File: src/rtl/cascade_counter_pkg.sv
// Shared types and encodings for the cascade_counter slice.
package cascade_counter_pkg;

  localparam int DIGIT_WIDTH = 4;

  typedef logic [DIGIT_WIDTH-1:0] digit_t;

  localparam logic DIR_UP   = 1'b0;
  localparam logic DIR_DOWN = 1'b1;

endpackage

File: src/rtl/cascade_counter_if.sv
// Control/data bundle between a cascade_counter and whoever drives it.
interface cascade_counter_if #(
  parameter int NUM_DIGITS  = 4,
  parameter int DIGIT_WIDTH = 4
);

  logic                              ENABLE_IN;
  logic                              DIR;
  logic                              LOAD;
  logic [NUM_DIGITS*DIGIT_WIDTH-1:0] LOAD_VALUE;
  logic [NUM_DIGITS*DIGIT_WIDTH-1:0] COUNT;
  logic [NUM_DIGITS-1:0]             CARRY_OUT;
  logic                              TRIG_OUT;

  modport master (
    output ENABLE_IN, DIR, LOAD, LOAD_VALUE,
    input  COUNT, CARRY_OUT, TRIG_OUT
  );

  modport slave (
    input  ENABLE_IN, DIR, LOAD, LOAD_VALUE,
    output COUNT, CARRY_OUT, TRIG_OUT
  );

endinterface

File: src/rtl/cascade_counter_digit.sv
// One modulo-(DIGIT_MAX+1) up/down digit cell; load port exists only when
// CASCADE_COUNTER_LOAD_EN is defined.
module counter_digit
  import cascade_counter_pkg::*;
#(
  parameter int DIGIT_WIDTH = 4,
  parameter int DIGIT_MAX   = 9
) (
  input  logic                   CLK,
  input  logic                   RESET,
  input  logic                   step,
  input  logic                   dir,
`ifdef CASCADE_COUNTER_LOAD_EN
  input  logic                   load,
  input  logic [DIGIT_WIDTH-1:0] load_value,
`endif
  output logic [DIGIT_WIDTH-1:0] value,
  output logic                   is_terminal
);

  localparam logic [DIGIT_WIDTH-1:0] MAX_V = DIGIT_WIDTH'(DIGIT_MAX);

  always_comb is_terminal = (dir == DIR_DOWN) ? (value == '0) : (value == MAX_V);

`ifdef CASCADE_COUNTER_LOAD_EN
  logic [DIGIT_WIDTH-1:0] load_clamped;
  always_comb load_clamped = (load_value > MAX_V) ? MAX_V : load_value;
`endif

  // NOTE: state registers use non-blocking assignments so every digit samples
  // the pre-edge enable chain, giving one synchronous counter with no ripple.
  always_ff @(posedge CLK) begin
    if (RESET) begin
      value <= (dir == DIR_DOWN) ? MAX_V : '0;
`ifdef CASCADE_COUNTER_LOAD_EN
    end else if (load) begin
      value <= load_clamped;
`endif
    end else if (step) begin
      if (dir == DIR_DOWN) value <= (value == '0)   ? MAX_V : value - 1'b1;
      else                 value <= (value == MAX_V) ? '0   : value + 1'b1;
    end
  end

endmodule

File: src/rtl/cascade_counter.sv
// Multi-digit synchronous up/down counter built from counter_digit cells.
// Optional parallel load is compiled in with CASCADE_COUNTER_LOAD_EN.
module cascade_counter
  import cascade_counter_pkg::*;
#(
  parameter int NUM_DIGITS  = 4,
  parameter int DIGIT_WIDTH = 4,
  parameter int DIGIT_MAX   = 9,
  parameter bit SATURATE    = 1'b0
) (
  input logic              CLK,
  input logic              RESET,
  cascade_counter_if.slave bus
);

  logic [NUM_DIGITS:0]               prefix;
  logic [NUM_DIGITS-1:0]             term;
  logic [NUM_DIGITS-1:0]             step;
  logic [NUM_DIGITS-1:0]             carry_d;
  logic [NUM_DIGITS-1:0]             carry_q;
  logic [NUM_DIGITS*DIGIT_WIDTH-1:0] count;
  logic                              load_eff;
  logic                              hold;

`ifdef CASCADE_COUNTER_LOAD_EN
  assign load_eff = bus.LOAD;
`else
  assign load_eff = 1'b0;
`endif

  // prefix[i] is high when digits 0..i-1 all sit at their terminal value.
  assign prefix[0] = 1'b1;
  assign hold      = SATURATE && prefix[NUM_DIGITS];

  for (genvar g = 0; g < NUM_DIGITS; g++) begin : g_digit
    assign prefix[g+1] = prefix[g] & term[g];
    assign step[g]     = bus.ENABLE_IN & prefix[g] & ~hold;

    counter_digit #(
      .DIGIT_WIDTH (DIGIT_WIDTH),
      .DIGIT_MAX   (DIGIT_MAX)
    ) u_digit (
      .CLK         (CLK),
      .RESET       (RESET),
      .step        (step[g]),
      .dir         (bus.DIR),
`ifdef CASCADE_COUNTER_LOAD_EN
      .load        (bus.LOAD),
      .load_value  (bus.LOAD_VALUE[g*DIGIT_WIDTH +: DIGIT_WIDTH]),
`endif
      .value       (count[g*DIGIT_WIDTH +: DIGIT_WIDTH]),
      .is_terminal (term[g])
    );
  end

  assign carry_d = {NUM_DIGITS{bus.ENABLE_IN & ~load_eff}} & prefix[NUM_DIGITS:1];

  always_ff @(posedge CLK) begin
    if (RESET) begin
      carry_q       <= '0;
      bus.TRIG_OUT  <= 1'b0;
    end else begin
      carry_q       <= carry_d;
      bus.TRIG_OUT  <= carry_d[NUM_DIGITS-1];
    end
  end

  assign bus.COUNT     = count;
  assign bus.CARRY_OUT = carry_q;

endmodule

File: src/flat_wrapper.sv
// flat-port wrapper written by rule: the top's interface ports become plain ports
module cascade_counter_flat import cascade_counter_pkg::*;
#(
  parameter int NUM_DIGITS  = 4,
  parameter int DIGIT_WIDTH = 4,
  parameter int DIGIT_MAX   = 9,
  parameter bit SATURATE    = 1'b0
)
  (CLK, RESET, bus_ENABLE_IN, bus_DIR, bus_LOAD, bus_LOAD_VALUE, bus_COUNT, bus_CARRY_OUT, bus_TRIG_OUT);
  cascade_counter_if #(.NUM_DIGITS(NUM_DIGITS), .DIGIT_WIDTH(DIGIT_WIDTH)) bus_i ();
  input logic CLK;
  input logic RESET;
  input wire logic [$bits(bus_i.ENABLE_IN)-1:0] bus_ENABLE_IN;
  input wire logic [$bits(bus_i.DIR)-1:0] bus_DIR;
  input wire logic [$bits(bus_i.LOAD)-1:0] bus_LOAD;
  input wire logic [$bits(bus_i.LOAD_VALUE)-1:0] bus_LOAD_VALUE;
  output wire logic [$bits(bus_i.COUNT)-1:0] bus_COUNT;
  output wire logic [$bits(bus_i.CARRY_OUT)-1:0] bus_CARRY_OUT;
  output wire logic [$bits(bus_i.TRIG_OUT)-1:0] bus_TRIG_OUT;
  assign bus_i.ENABLE_IN = bus_ENABLE_IN;
  assign bus_i.DIR = bus_DIR;
  assign bus_i.LOAD = bus_LOAD;
  assign bus_i.LOAD_VALUE = bus_LOAD_VALUE;
  assign bus_COUNT = bus_i.COUNT;
  assign bus_CARRY_OUT = bus_i.CARRY_OUT;
  assign bus_TRIG_OUT = bus_i.TRIG_OUT;
  cascade_counter #(.NUM_DIGITS(NUM_DIGITS), .DIGIT_WIDTH(DIGIT_WIDTH), .DIGIT_MAX(DIGIT_MAX), .SATURATE(SATURATE)) u_core (.CLK(CLK), .RESET(RESET), .bus(bus_i));
endmodule
File: config.mk
export PLATFORM = sky130hd
export DESIGN_NAME = cascade_counter_flat
export DESIGN_NICKNAME = d
export VERILOG_FILES = /design/src/rtl/cascade_counter_pkg.sv /design/src/rtl/cascade_counter_if.sv /design/src/rtl/cascade_counter_digit.sv /design/src/rtl/cascade_counter.sv /design/src/flat_wrapper.sv
export SDC_FILE = /design/constraint.sdc
export NUM_CORES = 1
export LEC_CHECK = 0
export CAP_MARGIN = 20
export CORE_UTILIZATION = 40
export DETAILED_ROUTE_END_ITERATION = 7
export MAX_ROUTING_LAYER = met4
export PLACE_DENSITY = 0.8
export SLEW_MARGIN = 25
export SYNTH_ARGS = -nofsm -noshare
export SYNTH_HDL_FRONTEND = slang
export SYNTH_SLANG_ARGS = --single-unit
export TNS_END_PERCENT = 5
File: constraint.sdc
create_clock -name CLK -period 5.59 [get_ports CLK]
set_input_delay 1.118 -clock CLK [delete_from_list [all_inputs] [get_ports CLK]]
set_output_delay 1.118 -clock CLK [all_outputs]
set_load 0.05 [all_outputs]
== After elaboration in Yosys (flattened, before gate mapping) ==
Index checks and enable logic that the tools add are counted.
Cells by class
  add/subtract/negate cells: 8
  $mul: 0
  divide/modulo/power cells: 0
  order comparisons: 0
  equal/unequal tests: 4
  shift-type cells: 0
  multiplexer cells: 25
  bitwise gates (word level): 7
  reductions and logical operators: 8
Operator list (count)
  4-bit 2-to-1 mux: 21
  4-bit by 1-bit adder with 4-bit output (second input constant): 4
  4-bit equality test (second input constant): 4
  4-bit logical NOT: 4
  4-bit by 1-bit subtractor with 4-bit output (second input constant): 4
  2-bit nonzero test: 4
  1-bit bitwise AND: 6
  4-bit bitwise AND: 1
  1-bit 2-to-1 mux: 4
Word-level totals
  register bits: 21
  latch bits: 0
  bits in writable memories: 0
  memory bits (read-only): 0
  output and inout bits: 21
  word-level logic and storage cells: 58
  memories: 0

== Longest topological paths before layout ==
Gate-level depths: netlist of the first run.
  word-level depth: 7
  mapped depth: 6
  depth with buffers taken out: 4

== By module ==
Synthesis of the first run repeated with hierarchy kept, for this count alone.
Unflattened totals
  cells, all modules: 177
  area total of the unflattened synthesis: 1661.6 um2
Modules (own cells, without submodules)
  counter_digit: instances 4, cells an instance 41, area an instance 375.4 um2
  cascade_counter: instances 1, cells an instance 13, area an instance 160.2 um2

== Worst setup path after synthesis of the first run ==
Ideal clock, no wire load.
  kind: input-to-reg
  start: in bus_DIR
  end: reg u_core.g_digit[3].u_digit.value[0], enable pin
  setup time: 361 ps
  arrival time: 2262 ps
  data required time: 5229 ps
  setup slack: 2967 ps
  cell stages on the path: 5
  path through: buf_6 and4bb_1 a31oi_1 or3_1 o21ai_0
Between the ends
  word-level cells in the longest chain between the ends: 5
  elaborated cells on any way between the ends: 7
  classes of those cells: mux (3); bitwise (3); reduce/logical (1)
RTL lines
  start: declaration: line flat_wrapper.sv:14  | input wire logic [$bits(bus_i.DIR)-1:0] bus_DIR;
  1-bit 2-to-1 mux: line cascade_counter_digit.sv:23  | always_comb is_terminal = (dir == DIR_DOWN) ? (value == '0) : (value == MAX_V);
  1-bit bitwise AND: line cascade_counter.sv:36  | assign prefix[g+1] = prefix[g] & term[g];
  1-bit bitwise AND *: line cascade_counter.sv:36
  1-bit bitwise AND *: line cascade_counter.sv:37  | assign step[g] = bus.ENABLE_IN & prefix[g] & ~hold;
  2-bit nonzero test (no line) *
  end signal: assignment: line cascade_counter_digit.sv:34  | value <= (dir == DIR_DOWN) ? MAX_V : '0;
  end signal: assignment: line cascade_counter_digit.sv:40  | if (dir == DIR_DOWN) value <= (value == '0) ? MAX_V : value - 1'b1;
  end signal: assignment: line cascade_counter_digit.sv:41  | else value <= (value == MAX_V) ? '0 : value + 1'b1;
  end: declaration: line cascade_counter_digit.sv:17  | output logic [DIGIT_WIDTH-1:0] value,
Mark *: on every way between the ends. The rest lies on a longest branch, timed or not.
A chain may end at the register's enable or synchronous reset.

== Worst setup path in the final report of the first run ==
  start: in bus_DIR
  end: reg u_core.g_digit[3].u_digit.value[2], enable pin
The elaborated chain is that of the path after synthesis.

==> results.sh, run 1 <==
export IMPL_cts_inserted_buffers=3
export IMPL_power_switching_share_pct=38.6
export IMPL_power_clock_fraction_pct=18.0
export IMPL_cts_path_max_buffers=2
export IMPL_gp_congestion=0.844
export IMPL_seq_area_frac_synth_pct=39.6
export IMPL_post_cts_hold_buffer_count=0
export IMPL_finalNetCount=195
export IMPL_clk_pin_slew_ps=120
export IMPL_combinational_family_with_the_most_area_after_synthesis="simple AND/OR/NAND/NOR gates"
export IMPL_worst_slew_margin_rel_pct=52.0
export IMPL_period_share_pct=62.7
export IMPL_timing_critical_path_max_delay_family="buffers and inverters"
export IMPL_antenna_found_initial=0
export IMPL_area_fraction_in_compound_gates_after_synthesis_pct=21.4
export IMPL_dieArea_sq_um=3780
export IMPL_drtPass1Iterations=4
export IMPL_simple_logic_cell_fraction_of_the_synthesized_area_pct=25.4
export IMPL_drive_gt1_share_pct=6.36
export IMPL_critPathBufInv=2
export IMPL_final_setup_viol_count=0
export IMPL_run_status="completed"
export IMPL_detail_route_antenna_nets=0
export IMPL_hold_slack_ps=735
export IMPL_post_cts_setup_buffer_count=0
export IMPL_critical_path_cell_count=6
export IMPL_ff2ff_setup_slack_ps=3290
export IMPL_final_min_clock_period_ps=3510
export IMPL_gr_total_overflow=0
export IMPL_async_reset_ff_share_pct=0
export IMPL_crit_path_cell_trace="clkdlybuf4s50_1 > buf_4 > nor3b_2 > o211ai_2 > or3_1 > o21ai_0"
export IMPL_most_instantiated_cells_after_synthesis="sky130_fd_sc_hd__a21oi_1 (16), sky130_fd_sc_hd__edfxtp_1 (16), sky130_fd_sc_hd__nand2_1 (16), sky130_fd_sc_hd__clkbuf_1 (12), sky130_fd_sc_hd__nor2_1 (12)"
export IMPL_initial_core_util_pct=42.0
export IMPL_fmax_mhz=285
export IMPL_finalWorstSetupSlack_ps=2080
export IMPL_min_delay_path_depth=1
export IMPL_global_route_wire_length_before_repair_microns=5240
export IMPL_chipWidth_microns=61.5
export IMPL_die_height_microns=61.5
export IMPL_post_synth_cell_area_avg_sq_um=8.67
export IMPL_min_delay_path_class="flip-flop to flip-flop"
export IMPL_detail_route_wl_per_cell_microns=13.7
export IMPL_reg2reg_to="u_core.g_digit[3].u_digit.value[2]"
export IMPL_areaGrowthSynthToFinish_pct=16.5
export IMPL_clock_skew_final_ps=7.60
export IMPL_maxSlewViolCount=0
export IMPL_timing_worst_setup_path_type="input pin to flip-flop"
export IMPL_first_global_vias=1114
export IMPL_timing_setup_tns_ps=0
export IMPL_post_cts_sizing_count=0
export IMPL_tritoncts_num_sinks=20
export IMPL_routed_via_density=5.64
export IMPL_hold_viol_final=0
export IMPL_synth_xor_xnor_area_share_pct=5.58
export IMPL_cts_max_level=1
export IMPL_synthAdderAreaFrac_pct=0
export IMPL_port_buffers=24
export IMPL_pwr_share_seq_pct=49.1
export IMPL_number_of_fill_cells_in_the_layout=349
export IMPL_postLayoutCoreUtil_pct=49.0
export IMPL_netlist_instances=163
export IMPL_crit_start="bus_DIR"
export IMPL_clk_latency_ps=320
export IMPL_net_switching_power_mw=0.166
export IMPL_yosys_most_used_dff="sky130_fd_sc_hd__edfxtp_1"
export IMPL_post_synth_top_area_cell="sky130_fd_sc_hd__edfxtp_1"
export IMPL_netlist_area_leader_share_pct=34.0
export IMPL_powerDensity_nw_per_um2=261
export IMPL_grt_start_max_net_pins=20
export IMPL_drt_wl_total_microns=2990
export IMPL_worst_ir_drop_vdd_mv=0.113
export IMPL_remaining_drc_errors=0
export IMPL_timing_rr_start="u_core.g_digit[0].u_digit.value[0]"
export IMPL_power_leakage_nw=0.565
export IMPL_place_inst=215
export IMPL_critical_path_max_stage_delay_ps=760
export IMPL_timing_critical_path_from_type="input pin"
export IMPL_min_to="u_core.g_digit[1].u_digit.value[3]"
export IMPL_mappedNetlistArea_sq_um=1410
export IMPL_crit_path_max_fanout=14
export IMPL_synth_cell_types=43
export IMPL_num_io_pins=42
export IMPL_number_of_rows_in_the_core_area=21
export IMPL_timing_critical_path_required_ps=5550
export IMPL_ys_ff_latch=20
export IMPL_cp_slowest_cell="sky130_fd_sc_hd__clkdlybuf4s50_1"
export IMPL_number_of_violations_reported_at_the_end_of_detailed_routing_iteration_0=71
export IMPL_synthesis_yosys_warnings=0
export IMPL_cts_tree="built"
export IMPL_grt_setup_unrepaired="false"
export IMPL_synth_area_mux_share_pct=0
export IMPL_share_comb_of_total_power_pct=32.8
export IMPL_hp_start="u_core.g_digit[1].u_digit.value[3]"
export IMPL_post_synth_main_area_contributors="sky130_fd_sc_hd__edfxtp_1 (34%), sky130_fd_sc_hd__a21oi_1 (5.7%), sky130_fd_sc_hd__dfxtp_1 (5.7%)"
export IMPL_detailed_place_hpwl_microns=1980
export IMPL_antenna_diode_count=0
export IMPL_end_kind="flip-flop"
export IMPL_worstRegToRegCells=4
export IMPL_track_usage_pct=19.4
export IMPL_max_slew_worst_pin_slew_ps=718
export IMPL_synthesis_nets=184
export IMPL_finalNonFillerCells=219
export IMPL_internal_power_mw=0.264
export IMPL_detailedPlace_worstSlack_ps=1750
export IMPL_max_cap_viol_count=0
export IMPL_vias=1235
export IMPL_core_sq_um=3360
export IMPL_synth_enable_flop_cells=16
export IMPL_clockRootBuffer="sky130_fd_sc_hd__clkbuf_4"
export IMPL_worst_endpoint_arrival_ps=3470
[per-layer routing]
metal	GRT usage [%]	part of all wire, %	routed length [microns]	vias to the layer above
li1	-	-	-	615
met1	25.4	47	1400	578
met2	30.7	48	1420	38
met3	2.52	4.3	130	4
met4	7.30	1.3	39	0
met5	-	0	0	-
[cell type report]
class | instances | area [sq um] | share of cell area [%]
tap | 46 | 57.6 | 3.49
sequential | 20 | 561 | 34.0
inverter | 4 | 15.0 | 0.911
clock buffer | 4 | 26.3 | 1.59
timing repair buffer | 25 | 248 | 15.0
multi-input combinational | 120 | 741 | 45.0
[power groups by stage]
stage                     Clock, mW  Combinational [mW]  Sequential [mW]
final                        0.0774               0.141            0.211
after global routing         0.0829               0.153            0.216
after CTS                    0.0777               0.142            0.211
after detailed placement          0               0.141            0.214
after global placement            0               0.138            0.214
after floorplan                   0              0.0813            0.238
[per-stage QoR]
step                      instance area (sq um)  power (mW)
after detailed placement                   1620       0.356
final                                      1650       0.430
after floorplan                            1410       0.319
after CTS                                  1650       0.431
after global routing                       1650       0.453
after global placement                     1620       0.352
[worst max path at each step]
stage,endpoint
global route,u_core.g_digit[3].u_digit.value[3]
CTS,u_core.g_digit[3].u_digit.value[1]
global placement,u_core.g_digit[3].u_digit.value[1]
finish,u_core.g_digit[3].u_digit.value[2]
detailed placement,u_core.g_digit[3].u_digit.value[2]
floorplan,u_core.g_digit[3].u_digit.value[0]
[cells in the final DEF, fill, tap and decap left out, types with 2 or more instances in the layout]
| cell type | Yosys | routed |
|---|---|---|
| sky130_fd_sc_hd__edfxtp_1 | 16 | 16 |
| sky130_fd_sc_hd__o221ai_1 | 2 | 2 |
| sky130_fd_sc_hd__and3_1 | 3 | 3 |
| sky130_fd_sc_hd__o21a_1 | 4 | 4 |
| sky130_fd_sc_hd__xor2_1 | 5 | 5 |
| sky130_fd_sc_hd__o21ai_0 | 9 | 9 |
| sky130_fd_sc_hd__o22ai_1 | 3 | 3 |
| sky130_fd_sc_hd__a31oi_1 | 4 | 4 |
| sky130_fd_sc_hd__nor3_1 | 7 | 7 |
| sky130_fd_sc_hd__clkdlybuf4s50_1 | 0 | 24 |
| sky130_fd_sc_hd__nor2_1 | 12 | 12 |
| sky130_fd_sc_hd__inv_1 | 4 | 4 |
| sky130_fd_sc_hd__a211oi_1 | 2 | 2 |
| sky130_fd_sc_hd__nand4b_1 | 3 | 3 |
| sky130_fd_sc_hd__nor4_1 | 3 | 3 |
| sky130_fd_sc_hd__a21oi_1 | 16 | 16 |
| sky130_fd_sc_hd__nand2b_1 | 7 | 7 |
| sky130_fd_sc_hd__dfxtp_1 | 4 | 4 |
| sky130_fd_sc_hd__xnor2_1 | 4 | 4 |
| sky130_fd_sc_hd__nand2_1 | 16 | 16 |
| sky130_fd_sc_hd__clkbuf_4 | 0 | 3 |
| sky130_fd_sc_hd__or4b_2 | 2 | 2 |
[registers in the layout, indices dropped and copies added (netlist names)]
name                          count
u_core.bus.TRIG_OUT               1
u_core.bus.CARRY_OUT              3
u_core.g_digit.u_digit.value     16
[cell families (layout without fill, tap and decap cells)]
kind of cell,count (synthesis),in the layout
AND/OR/NAND/NOR,63,63
AO/OA/AOI/OAI,48,48
buffers and inverters,23,33
flip-flops,20,20
XOR/XNOR,9,9
Note: power is estimated with default switching activity, not from simulation.
==> run 2, diff against run 1 <==
- PLACE_DENSITY: 0.8 -> 0.82
- clock period: 5.59 -> 3.16 ns (I/O delays scaled with it)
==> results.sh, run 2 (synthesis results as in run 1) <==
export IMPL_worst_endpoint_arrival_ps=1840
export IMPL_detail_route_wl_per_cell_microns=12.5
export IMPL_max_cap_viol_count=0
export IMPL_min_to="u_core.g_digit[1].u_digit.value[3]"
export IMPL_min_delay_path_depth=1
export IMPL_worst_slew_margin_rel_pct=65.9
export IMPL_die_height_microns=61.5
export IMPL_largest_register_ff_count=16
export IMPL_core_sq_um=3360
export IMPL_timing_rr_start="u_core.g_digit[0].u_digit.value[0]"
export IMPL_final_min_clock_period_ps=2470
export IMPL_hp_start="u_core.g_digit[1].u_digit.value[3]"
export IMPL_vias=1202
export IMPL_power_clock_fraction_pct=16.5
export IMPL_pwr_share_seq_pct=49.8
export IMPL_timing_critical_path_max_delay_family="buffers and inverters"
export IMPL_min_delay_path_class="flip-flop to flip-flop"
export IMPL_critical_path_max_stage_delay_ps=890
export IMPL_global_route_wire_length_before_repair_microns=4510
export IMPL_first_global_vias=988
export IMPL_chipWidth_microns=61.5
export IMPL_critPathBufInv=1
export IMPL_number_of_violations_reported_at_the_end_of_detailed_routing_iteration_0=81
export IMPL_initial_core_util_pct=42.0
export IMPL_post_cts_setup_buffer_count=0
export IMPL_final_setup_viol_count=0
export IMPL_dieArea_sq_um=3780
export IMPL_gr_total_overflow=0
export IMPL_clk_pin_slew_ps=120
export IMPL_reg2reg_to="u_core.g_digit[3].u_digit.value[2]"
export IMPL_crit_path_cell_trace="clkdlybuf4s50_1"
export IMPL_maxSlewViolCount=0
export IMPL_power_switching_share_pct=37.9
export IMPL_net_switching_power_mw=0.283
export IMPL_antenna_diode_count=0
export IMPL_post_cts_sizing_count=0
export IMPL_power_leakage_nw=0.583
export IMPL_drive_gt1_share_pct=8.52
export IMPL_clk_latency_ps=300
export IMPL_clock_skew_final_ps=15.5
export IMPL_remaining_drc_errors=0
export IMPL_powerDensity_nw_per_um2=447
export IMPL_period_share_pct=78.2
export IMPL_cts_inserted_buffers=3
export IMPL_fmax_mhz=405
export IMPL_max_slew_worst_pin_slew_ps=510
export IMPL_worst_ir_drop_vdd_mv=0.287
export IMPL_detail_route_antenna_nets=0
export IMPL_post_cts_hold_buffer_count=0
export IMPL_antenna_found_initial=0
export IMPL_timing_worst_setup_path_type="flip-flop to primary output"
export IMPL_clockRootBuffer="sky130_fd_sc_hd__clkbuf_4"
export IMPL_most_common_library_cell_in_the_layout_ignoring_fill_and_taps="sky130_fd_sc_hd__clkdlybuf4s50_1"
export IMPL_layout_common_cells="sky130_fd_sc_hd__clkdlybuf4s50_1 (24), sky130_fd_sc_hd__a21oi_1 (16), sky130_fd_sc_hd__nand2_1 (16), sky130_fd_sc_hd__edfxtp_1 (16), sky130_fd_sc_hd__nor2_1 (12)"
export IMPL_areaGrowthSynthToFinish_pct=18.4
export IMPL_run_status="completed"
export IMPL_timing_setup_tns_ps=0
export IMPL_drt_wl_total_microns=2790
export IMPL_cts_tree="built"
export IMPL_crit_path_max_fanout=15
export IMPL_cp_slowest_cell="sky130_fd_sc_hd__clkdlybuf4s50_1"
export IMPL_cts_path_max_buffers=2
export IMPL_tritoncts_num_sinks=20
export IMPL_grt_start_max_net_pins=17
export IMPL_most_flops_register="u_core.g_digit.u_digit.value"
export IMPL_ff2ff_setup_slack_ps=1180
export IMPL_timing_critical_path_from_type="flip-flop"
export IMPL_timing_critical_path_required_ps=2530
export IMPL_drtPass1Iterations=5
export IMPL_gp_congestion=0.760
export IMPL_share_comb_of_total_power_pct=33.7
export IMPL_worstRegToRegCells=5
export IMPL_number_of_rows_in_the_core_area=21
export IMPL_finalNetCount=199
export IMPL_track_usage_pct=16.7
export IMPL_port_buffers=24
export IMPL_num_io_pins=42
export IMPL_hold_viol_final=0
export IMPL_grt_setup_unrepaired="false"
export IMPL_end_kind="primary output"
export IMPL_routed_via_density=5.41
export IMPL_cts_max_level=1
export IMPL_postLayoutCoreUtil_pct=49.8
export IMPL_detailed_place_hpwl_microns=1940
export IMPL_internal_power_mw=0.465
## run 2: cell count changes in the layout (fill, tap and decap cells not counted), sizes merged
cell    change
buf         +4
clkbuf      -1
## run 2: metal layers
layer / global-route usage, % / vias up / part of all wire [%]
li1: - / 623 / -
met1: 23.7 / 540 / 51
met2: 24.5 / 35 / 44
met3: 2.52 / 4 / 4.1
met4: 5.40 / 0 / 0.83
met5: - / - / 0
## run 2: layout make-up
class / count / area (sq um)
timing repair buffer: 29 / 278
clock buffer: 3 / 22.5
fill: 350 / 1690
inverter: 4 / 15.0
tap: 46 / 57.6
multi-input combinational: 120 / 741
sequential: 20 / 561
## run 2: through the flow
stage | hold WS [ps] | power, mW | area, sq um | std cells | setup WS (ps)
global placement | 683 | 0.625 | 1650 | 219 | 460
finish | 711 | 0.748 | 1670 | 222 | 689
floorplan | 782 | 0.565 | 1410 | 163 | 916
CTS | 719 | 0.748 | 1670 | 222 | 711
detailed placement | 680 | 0.630 | 1650 | 219 | 464
global route | 754 | 0.785 | 1670 | 222 | 632
## run 2: power by group through the flow
stage	clock, mW	combinational [mW]	sequential [mW]
finish	0.123	0.252	0.372
global route	0.131	0.273	0.380
CTS	0.122	0.253	0.372
detailed placement	0	0.252	0.378
global placement	0	0.249	0.377
floorplan	0	0.144	0.421
## run 2: worst max-delay path by stage
stage,start,end,slack [ps],depth (start not counted)
after floorplan,u_core.g_digit[0].u_digit.value[0],u_core.g_digit[3].u_digit.value[0],920,5
after global placement,bus_DIR,u_core.g_digit[3].u_digit.value[2],460,7
after detailed placement,bus_DIR,u_core.g_digit[3].u_digit.value[2],460,7
after CTS,u_core.g_digit[2].u_digit.value[0],bus_COUNT[8],710,1
after global routing,u_core.g_digit[2].u_digit.value[0],bus_COUNT[8],630,1
final,u_core.g_digit[2].u_digit.value[0],bus_COUNT[8],690,1
